$ cat src/rtl/fpu_issue_arbiter.sv
// Round-robin issue arbiter sharing one fixed-latency FPU datapath between two pipes.
// Optional per-pipe grant and contention counters are enabled by defining FPU_ISSUE_STATS_EN.
module fpu_issue_arbiter #(
  parameter int LAT_ADDSUB = 2,
  parameter int LAT_MUL    = 2,
  parameter int LAT_DIV    = 5,
  parameter int LAT_SQRT   = 5,
  parameter int TAG_W      = 3
) (
  input  logic             clk,
  input  logic             rst,
  input  logic             flush,
  input  logic             req0_valid,
  input  logic [2:0]       req0_op,
  input  logic [TAG_W-1:0] req0_tag,
  output logic             req0_ready,
  input  logic             req1_valid,
  input  logic [2:0]       req1_op,
  input  logic [TAG_W-1:0] req1_tag,
  output logic             req1_ready,
  output logic             unit_sel,
  output logic [2:0]       unit_op,
  output logic             unit_active,
  output logic             done_valid,
  output logic             done_owner,
  output logic [TAG_W-1:0] done_tag,
  output logic             busy
`ifdef FPU_ISSUE_STATS_EN
  ,
  output logic [31:0]      stat_grant0,
  output logic [31:0]      stat_grant1,
  output logic [31:0]      stat_conflict
`endif
);

  function automatic int clamp1(input int v);
    return (v < 1) ? 1 : v;
  endfunction

  function automatic int imax(input int a, input int b);
    return (a > b) ? a : b;
  endfunction

  localparam int L_ADDSUB = clamp1(LAT_ADDSUB);
  localparam int L_MUL    = clamp1(LAT_MUL);
  localparam int L_DIV    = clamp1(LAT_DIV);
  localparam int L_SQRT   = clamp1(LAT_SQRT);
  localparam int MAX_L    = imax(imax(L_ADDSUB, L_MUL), imax(L_DIV, L_SQRT));
  // Counter only has to hold L-2, the number of RUN cycles after the first.
  localparam int CNT_W    = (MAX_L > 2) ? $clog2(MAX_L - 1) : 1;

  function automatic int lat_of(input logic [2:0] op);
    case (op)
      3'd1, 3'd2: lat_of = L_ADDSUB;
      3'd3:       lat_of = L_MUL;
      3'd4:       lat_of = L_DIV;
      3'd5:       lat_of = L_SQRT;
      default:    lat_of = 1;
    endcase
  endfunction

  typedef enum logic [1:0] {IDLE, RUN, DONE} state_t;

  state_t             state_reg, state_next;
  logic [CNT_W-1:0]   cnt_reg, cnt_next;
  logic               owner_reg, owner_next;
  logic [2:0]         op_reg, op_next;
  logic [TAG_W-1:0]   tag_reg, tag_next;
  logic               last_reg, last_next;

  logic               arb_ok, grant0, grant1, grant;
  logic [2:0]         win_op;
  logic [TAG_W-1:0]   win_tag;
  int                 win_lat;

  // Arbitration is only open while no op is mid-flight; flush and reset close it.
  assign arb_ok  = !rst && !flush && (state_reg != RUN);
  assign grant0  = arb_ok && req0_valid && (!req1_valid || last_reg);
  assign grant1  = arb_ok && req1_valid && (!req0_valid || !last_reg);
  assign grant   = grant0 || grant1;
  assign win_op  = grant1 ? req1_op  : req0_op;
  assign win_tag = grant1 ? req1_tag : req0_tag;
  assign win_lat = lat_of(win_op);

  always_ff @(posedge clk) begin
    if (rst) begin
      state_reg <= IDLE;
      cnt_reg   <= '0;
      owner_reg <= 1'b0;
      op_reg    <= 3'd0;
      tag_reg   <= '0;
      last_reg  <= 1'b1;
    end else begin
      state_reg <= state_next;
      cnt_reg   <= cnt_next;
      owner_reg <= owner_next;
      op_reg    <= op_next;
      tag_reg   <= tag_next;
      last_reg  <= last_next;
    end
  end

  always_comb begin
    state_next = state_reg;
    cnt_next   = cnt_reg;
    owner_next = owner_reg;
    op_next    = op_reg;
    tag_next   = tag_reg;
    last_next  = last_reg;
    if (flush) begin
      state_next = IDLE;
    end else begin
      case (state_reg)
        RUN: begin
          if (cnt_reg == '0) state_next = DONE;
          else               cnt_next   = cnt_reg - 1'b1;
        end
        default: begin
          // DONE behaves like IDLE here so a new op can issue with no bubble.
          if (grant) begin
            owner_next = grant1;
            op_next    = win_op;
            tag_next   = win_tag;
            last_next  = grant1;
            if (win_lat == 1) begin
              state_next = DONE;
            end else begin
              state_next = RUN;
              cnt_next   = CNT_W'(win_lat - 2);
            end
          end else begin
            state_next = IDLE;
          end
        end
      endcase
    end
  end

  assign req0_ready  = grant0;
  assign req1_ready  = grant1;
  assign done_valid  = (state_reg == DONE) && !flush && !rst;
  assign done_owner  = done_valid && owner_reg;
  assign done_tag    = done_valid ? tag_reg : '0;
  assign unit_active = !flush && !rst && ((state_reg != IDLE) || grant);
  assign unit_sel    = grant ? grant1 : (unit_active && owner_reg);
  assign unit_op     = grant ? win_op : (unit_active ? op_reg : 3'd0);
  assign busy        = (state_reg == RUN);

`ifdef FPU_ISSUE_STATS_EN
  logic conflict;
  assign conflict = (req0_valid && req1_valid) || (req0_valid && !grant0) ||
                    (req1_valid && !grant1);

  always_ff @(posedge clk) begin
    if (rst) begin
      stat_grant0   <= '0;
      stat_grant1   <= '0;
      stat_conflict <= '0;
    end else begin
      if (grant0)   stat_grant0   <= stat_grant0 + 32'd1;
      if (grant1)   stat_grant1   <= stat_grant1 + 32'd1;
      if (conflict) stat_conflict <= stat_conflict + 32'd1;
    end
  end
`endif

endmodule

$ cat config.mk
export PLATFORM = sky130hd
export DESIGN_NAME = fpu_issue_arbiter
export DESIGN_NICKNAME = d
export VERILOG_FILES = /design/src/rtl/fpu_issue_arbiter.sv
export SDC_FILE = /design/constraint.sdc
export NUM_CORES = 1
export LEC_CHECK = 0
export CAP_MARGIN = 20
export CORE_MARGIN = 8
export CORE_UTILIZATION = 42
export DETAILED_ROUTE_END_ITERATION = 10
export PLACE_DENSITY = 0.78
export SLEW_MARGIN = 20
export SYNTH_ARGS = -nofsm -noshare
export SYNTH_HDL_FRONTEND = slang
export SYNTH_SLANG_ARGS = --single-unit
export TNS_END_PERCENT = 100
$ cat constraint.sdc
create_clock -name clk -period 1.9 [get_ports clk]
set_input_delay 0.19 -clock clk [delete_from_list [all_inputs] [get_ports clk]]
set_output_delay 0.19 -clock clk [all_outputs]
set_load 0.05 [all_outputs]
## Word level (Yosys, flattened, before mapping)

Cells that the tools add are included.

- Word-level logic and storage cells: 65
- Register bits: 12
- Input port bits: 17

- Bitwise logic cells: 2
- Equal/unequal tests: 12
- Add/subtract/negate cells: 2
- Reductions and logical operators: 28
- Mux-type cells: 15

Operators by type and width:

| cell | count |
|---|---|
| $mux 2 | 8 |
| $mux 3 | 5 |
| $logic_and 1x1->1 | 11 |
| $eq 3x1->1 const B | 2 |
| $eq 3x2->1 const B | 2 |
| $eq 3x3->1 const B | 2 |
| $pmux 3 s2 | 1 |
| $logic_not 1->1 | 5 |
| $logic_or 1x1->1 | 4 |
| $ne 2x1->1 const B | 2 |
| $ne 2x2->1 const B | 2 |
| $reduce_and 4->1 | 1 |
| $reduce_bool 2->1 | 2 |
| $reduce_or 2->1 | 2 |
| $reduce_and 3->1 | 1 |
| $reduce_or 3->1 | 1 |
| $eq 2x1->1 const B | 1 |
| $eq 2x2->1 const B | 1 |
| $logic_not 2->1 | 1 |
| $not 1->1 | 2 |
| $sub 2x1->2 const B | 1 |
| $sub 2x2->2 const B | 1 |
| $mux 1 | 1 |

## Depth between registers and ports, before layout

- Depth after elaboration: 13
- Gate-level depth with buffers: 7
- Mapped depth without buffers: 6

## Least setup slack after synthesis

No wires, ideal clock.

- Kind: in2out
- Start point: input port flush
- End point: output port done_owner
- Cell stages on the path: 3
- Arrival: 2.339 ns
- Required time: 1.710 ns
- Slack: -0.629 ns
- Cell sequence: or2_1 > nor3b_1 > and2_1

- Word-level cells in the longest chain between the ends: 4

Ends and longest elaborated chain:

| element | line | text |
|---|---|---|
| start: declaration | 12 | `input logic flush,` |
| $logic_not 1->1 | 141 | `assign done_valid = (state_reg == DONE) && !flush && !rst;` |
| $logic_and 1x1->1 (2 in a row) | 141 |  |
| net done_valid | 24 | `output logic done_valid,` |
| $logic_and 1x1->1 | 142 | `assign done_owner = done_valid && owner_reg;` |
| end: declaration | 25 | `output logic done_owner,` |

The timed path passes the listed nets, and every way through them passes these cells.

## Worst setup path after layout

- Start point: register state_reg[1]
- End point: output port unit_op[0]

- Word-level cells in the longest chain between the ends: 9

Ends and longest elaborated chain:

| element | line | text |
|---|---|---|
| start: declaration | 64 | `state_t state_reg, state_next;` |
| start signal: assignment | 94 | `state_reg <= state_next;` |
| $ne 2x1->1 | 77 | `assign arb_ok = !rst && !flush && (state_reg != RUN);` |
| $logic_and 1x1->1 | 77 |  |
| $logic_and 1x1->1, on equally long branches (2 in a row) | 78, 79 |  |
| $logic_or 1x1->1 | 80 | `assign grant = grant0 \|\| grant1;` |
| $logic_or 1x1->1 | 144 | `assign unit_active = !flush && !rst && ((state_reg != IDLE) \|\| grant);` |
| $logic_and 1x1->1 | 144 |  |
| $mux 3 | 146 | `assign unit_op = grant ? win_op : (unit_active ? op_reg : 3'd0);` |
| $mux 3 (*) | 146 |  |
| end: declaration | 22 | `output logic [2:0] unit_op,` |

Mark *: on every way between the ends. The rest lies on a longest branch, timed or not.

==> reports/qor.tcl <==
set qor(outcome) {finished, final reports clean}
set qor(timing.setup.critical_path_class) {flip-flop to primary output}
set qor(clk_root_buffer_cell) {sky130_fd_sc_hd__clkbuf_4}
set qor(routed-via-count) 934
set qor(gp_congestion) 0.8417
set qor(grt_antenna_before_repair) 0
set qor(numClockSinks) 12
set qor(vdd_drop_max_mv) 0.4672
set qor(grt_start_max_net_pins) 13
set qor(tightest_slew_ns) 0.3793
set qor(core_area_um2) 1708
set qor(multi_input_area_um2) 554.3
set qor(crit_path_cell_trace) {nand2b_4, clkinvlp_4, nor2_4, o21a_4, nor3_4, buf_6, o2bb2ai_4, buf_12}
set qor(post_layout_nonfiller_instances) 169
set qor(floorplan.initialDensity_pct) 44.25
set qor(tritoncts_buffers) 3
set qor(drt-pass1-iter-count) 5
set qor(yosys_warnings) 0
set qor(grt_overflow) 0
set qor(avg_cell_area_syn_um2) 8.214
set qor(buffer_ports.inserted) 29
set qor(rows) 15
set qor(fmax_ghz) 0.5295
set qor(cts_tree) {built}
set qor(powerDensity_nw_per_um2) 453.9
set qor(slew_viol_final) 0
set qor(clock_tree.buffer_depth) 2
set qor(clkLatencyLatePin_ns) 0.27
set qor(synth_edf_count) 0
set qor(clock_slew_seen_by_the_registers_of_the_worst_setup_and_hold_paths_ns) 0.08
set qor(holdPathEnd) {owner_reg$_SDFFE_PP0P_}
set qor(synth_seq_area_share_pct) 31.79
set qor(postCtsHoldBufs) 0
set qor(postSynthCellCount) 92
set qor(reg2reg_setup_slack_ns) 0.12
set qor(leakagePower_uw) 0.0006102
set qor(min_path_cells) 2
set qor(fin_setup_tns_ns) 0
set qor(n_antenna_cell) 0
set qor(timing.rr.start) {state_reg[1]$_SDFFE_PP0P_}
set qor(synth_top_cells_by_area) {sky130_fd_sc_hd__dfxtp_1 32%, sky130_fd_sc_hd__nor2_1 7.5%, sky130_fd_sc_hd__mux2i_1 5.3%, sky130_fd_sc_hd__nand2_1 5.0%, sky130_fd_sc_hd__a21oi_1 4.0%}
set qor(worstHoldPathType) {flip-flop to flip-flop}
set qor(fill_cells) 82
set qor(rsz0062_at_grt) {true}
set qor(final-seq-area_um2) 242.7
set qor(reg2reg_depth) 10
set qor(placed_cells) 159
set qor(yosys_most_used_dff) {sky130_fd_sc_hd__dfxtp_1}
set qor(drtAntennaViolNets) 0
set qor(nNetsFinal) 164
set qor(layout_worst_path_cycle_share_pct) 99.40
set qor(hold_viol) 0
set qor(worst_path_max_delay_cell) {sky130_fd_sc_hd__dfxtp_2}
set qor(synth.net_count) 110
set qor(r2r-end) {tag_reg[1]$_SDFFE_PP0P_}
set qor(yosysTopAreaCell) {sky130_fd_sc_hd__dfxtp_1}
set qor(grt_first_pass_wirelength_mm) 4.471
set qor(ioPinCount) 30
set qor(timing.clock.skew_ns) 0.004382
set qor(worstPathRequired_ns) 1.71
set qor(drt_iter0_drc) 26
set qor(synthDistinctLibCells) 34
set qor(critPathMaxStageDelay_ns) 0.33
set qor(worst-endpoint-arrival_ns) 1.70
set qor(synthesis_to_layout_area_growth_pct) 92.88
set qor(timing.final.crit_period_ns) 1.889
set qor(hold_path_startpoint) {owner_reg$_SDFFE_PP0P_}
set qor(ys_seq_elements) 12
set qor(htreeDepth) 1
set qor(avgViaCountPerCell) 5.527
set qor(die_area_um2) 3413
set qor(area_of_the_mapped_netlist_um2) 755.7
set qor(worst_setup_path_end_kind) {primary output}
set qor(max-cap-violations) 0
set qor(die_x_um) 58.42
set qor(slew-limit-headroom_pct) 74.62
set qor(dieHeight_um) 58.42
set qor(worstPathMaxFanout) 3
set qor(drcViolationCount) 0
set qor(wl_per_cell_um) 16.99
set qor(setup_viol_count_final) 0
set qor(start_kind) {flip-flop}
set qor(first_global_vias) 973
set qor(fraction_of_layout_cells_with_a_size_suffix_above_1_pct) 40.28
set qor(synth_top_cell_area_share_pct) 31.79
set qor(grt_util_all_layers_pct) 16.47
set qor(synth-async-reset-ratio_pct) 0
set qor(detail_route.wirelength_mm) 2.872
set qor(hpwlAfterDp_mm) 1.979
routing by layer:
| layer | share of wire, % | global-route usage [%] | vias up |
|---|---|---|---|
| met5 | 0 | 0 | - |
| met3 | 6.9 | 5.652 | 6 |
| met2 | 54 | 28.98 | 36 |
| met4 | 0.87 | 6.643 | 0 |
| met1 | 38 | 17.43 | 451 |
| li1 | - | - | 441 |
worst max path at each step:
stage	startpoint	slack (ns)	cells past startpoint	to
finish	state_reg[1]$_SDFFE_PP0P_	0.01	8	unit_op[0]
floorplan	flush	-0.07	3	done_owner
detailed placement	flush	-0.12	7	unit_op[1]
global route	state_reg[1]$_SDFFE_PP0P_	-0.05	8	unit_sel
global placement	flush	-0.09	7	unit_op[1]
CTS	state_reg[1]$_SDFFE_PP0P_	0.009	9	unit_op[0]
synthesized netlist by cell type, drive strengths merged, types with 2 or more instances:
| cell type | count |
|---|---|
| a211oi | 2 |
| dfxtp | 12 |
| nor3 | 5 |
| a21oi | 6 |
| mux2i | 4 |
| buf | 2 |
| inv | 4 |
| and2 | 4 |
| nor2 | 15 |
| o2bb2ai | 3 |
| nand3 | 2 |
| o311a | 2 |
| nand2 | 10 |
| a311oi | 3 |
| o21a | 2 |
report_power, final:
part | internal [µW] | switching [µW] | total, µW | leakage [µW]
Clock | 73.2 | 85.2 | 158 | 0.0000138
Combinational | 114 | 112 | 226 | 0.000497
Sequential | 266 | 11.3 | 277 | 0.0000993
per-stage QoR:
stage               cell area [µm²]  utilization, %  setup slack [ns]  power, µW  hold slack (ns)
floorplan                     785.8               -          -0.07186      377.8           0.3490
global route                   1458           85.35          -0.04616      687.3           0.4767
CTS                            1406           82.34          0.009339      644.6           0.4352
global placement               1314           76.92          -0.09127      475.0           0.4530
detailed placement             1314           76.92           -0.1199      482.2           0.4693
finish                         1458           85.35           0.01146      661.6           0.4812
critical path, delay by kind of cell, from the launching register on:
kind                   cells  cell delay, ns
buffers and inverters      3            0.40
DFF                        1            0.33
AOI/OAI and AO/OA          2            0.24
and+or+nand+nor            3            0.47
layout by cell type, fill, tap and decap left out, types with 2 or more instances in the layout:
cell type and n:
sky130_fd_sc_hd__mux2i_1 4, sky130_fd_sc_hd__clkbuf_4 3, sky130_fd_sc_hd__a21oi_1 5, sky130_fd_sc_hd__inv_1 3, sky130_fd_sc_hd__buf_4 23, sky130_fd_sc_hd__and2_1 4, sky130_fd_sc_hd__buf_12 11, sky130_fd_sc_hd__nor3_1 4
sky130_fd_sc_hd__nand2_1 9, sky130_fd_sc_hd__dfxtp_1 10, sky130_fd_sc_hd__nor2_1 13, sky130_fd_sc_hd__a311oi_1 2, sky130_fd_sc_hd__dlygate4sd2_1 3, sky130_fd_sc_hd__o311a_1 2, sky130_fd_sc_hd__clkdlybuf4s50_1 13, sky130_fd_sc_hd__a211oi_1 2
sky130_fd_sc_hd__dfxtp_2 2
cells by family after synthesis:
family                   synth area share, %
adder cells (fa/ha/maj)                1.655
multiplexers                           6.788
buffers and inverters                  6.125
AND/OR/NAND/NOR                        27.82
AO/OA/AOI/OAI                          25.83
flip-flops                             31.79
timing repair:
action	4_1_cts	5_1_grt
pin swaps	4	2
setup endpoints to repair	9	4
buffers inserted	5	3
gates resized for setup	12	6
final cells by class:
type	instances	share of cell area (%)
multi-input cells	73	38.03
clock buffers	3	1.545
inverters	4	1.288
flip-flops and latches	12	16.65
repair buffers	52	40.34
well taps	25	2.146
No activity file was read; power rests on OpenSTA's default activity.
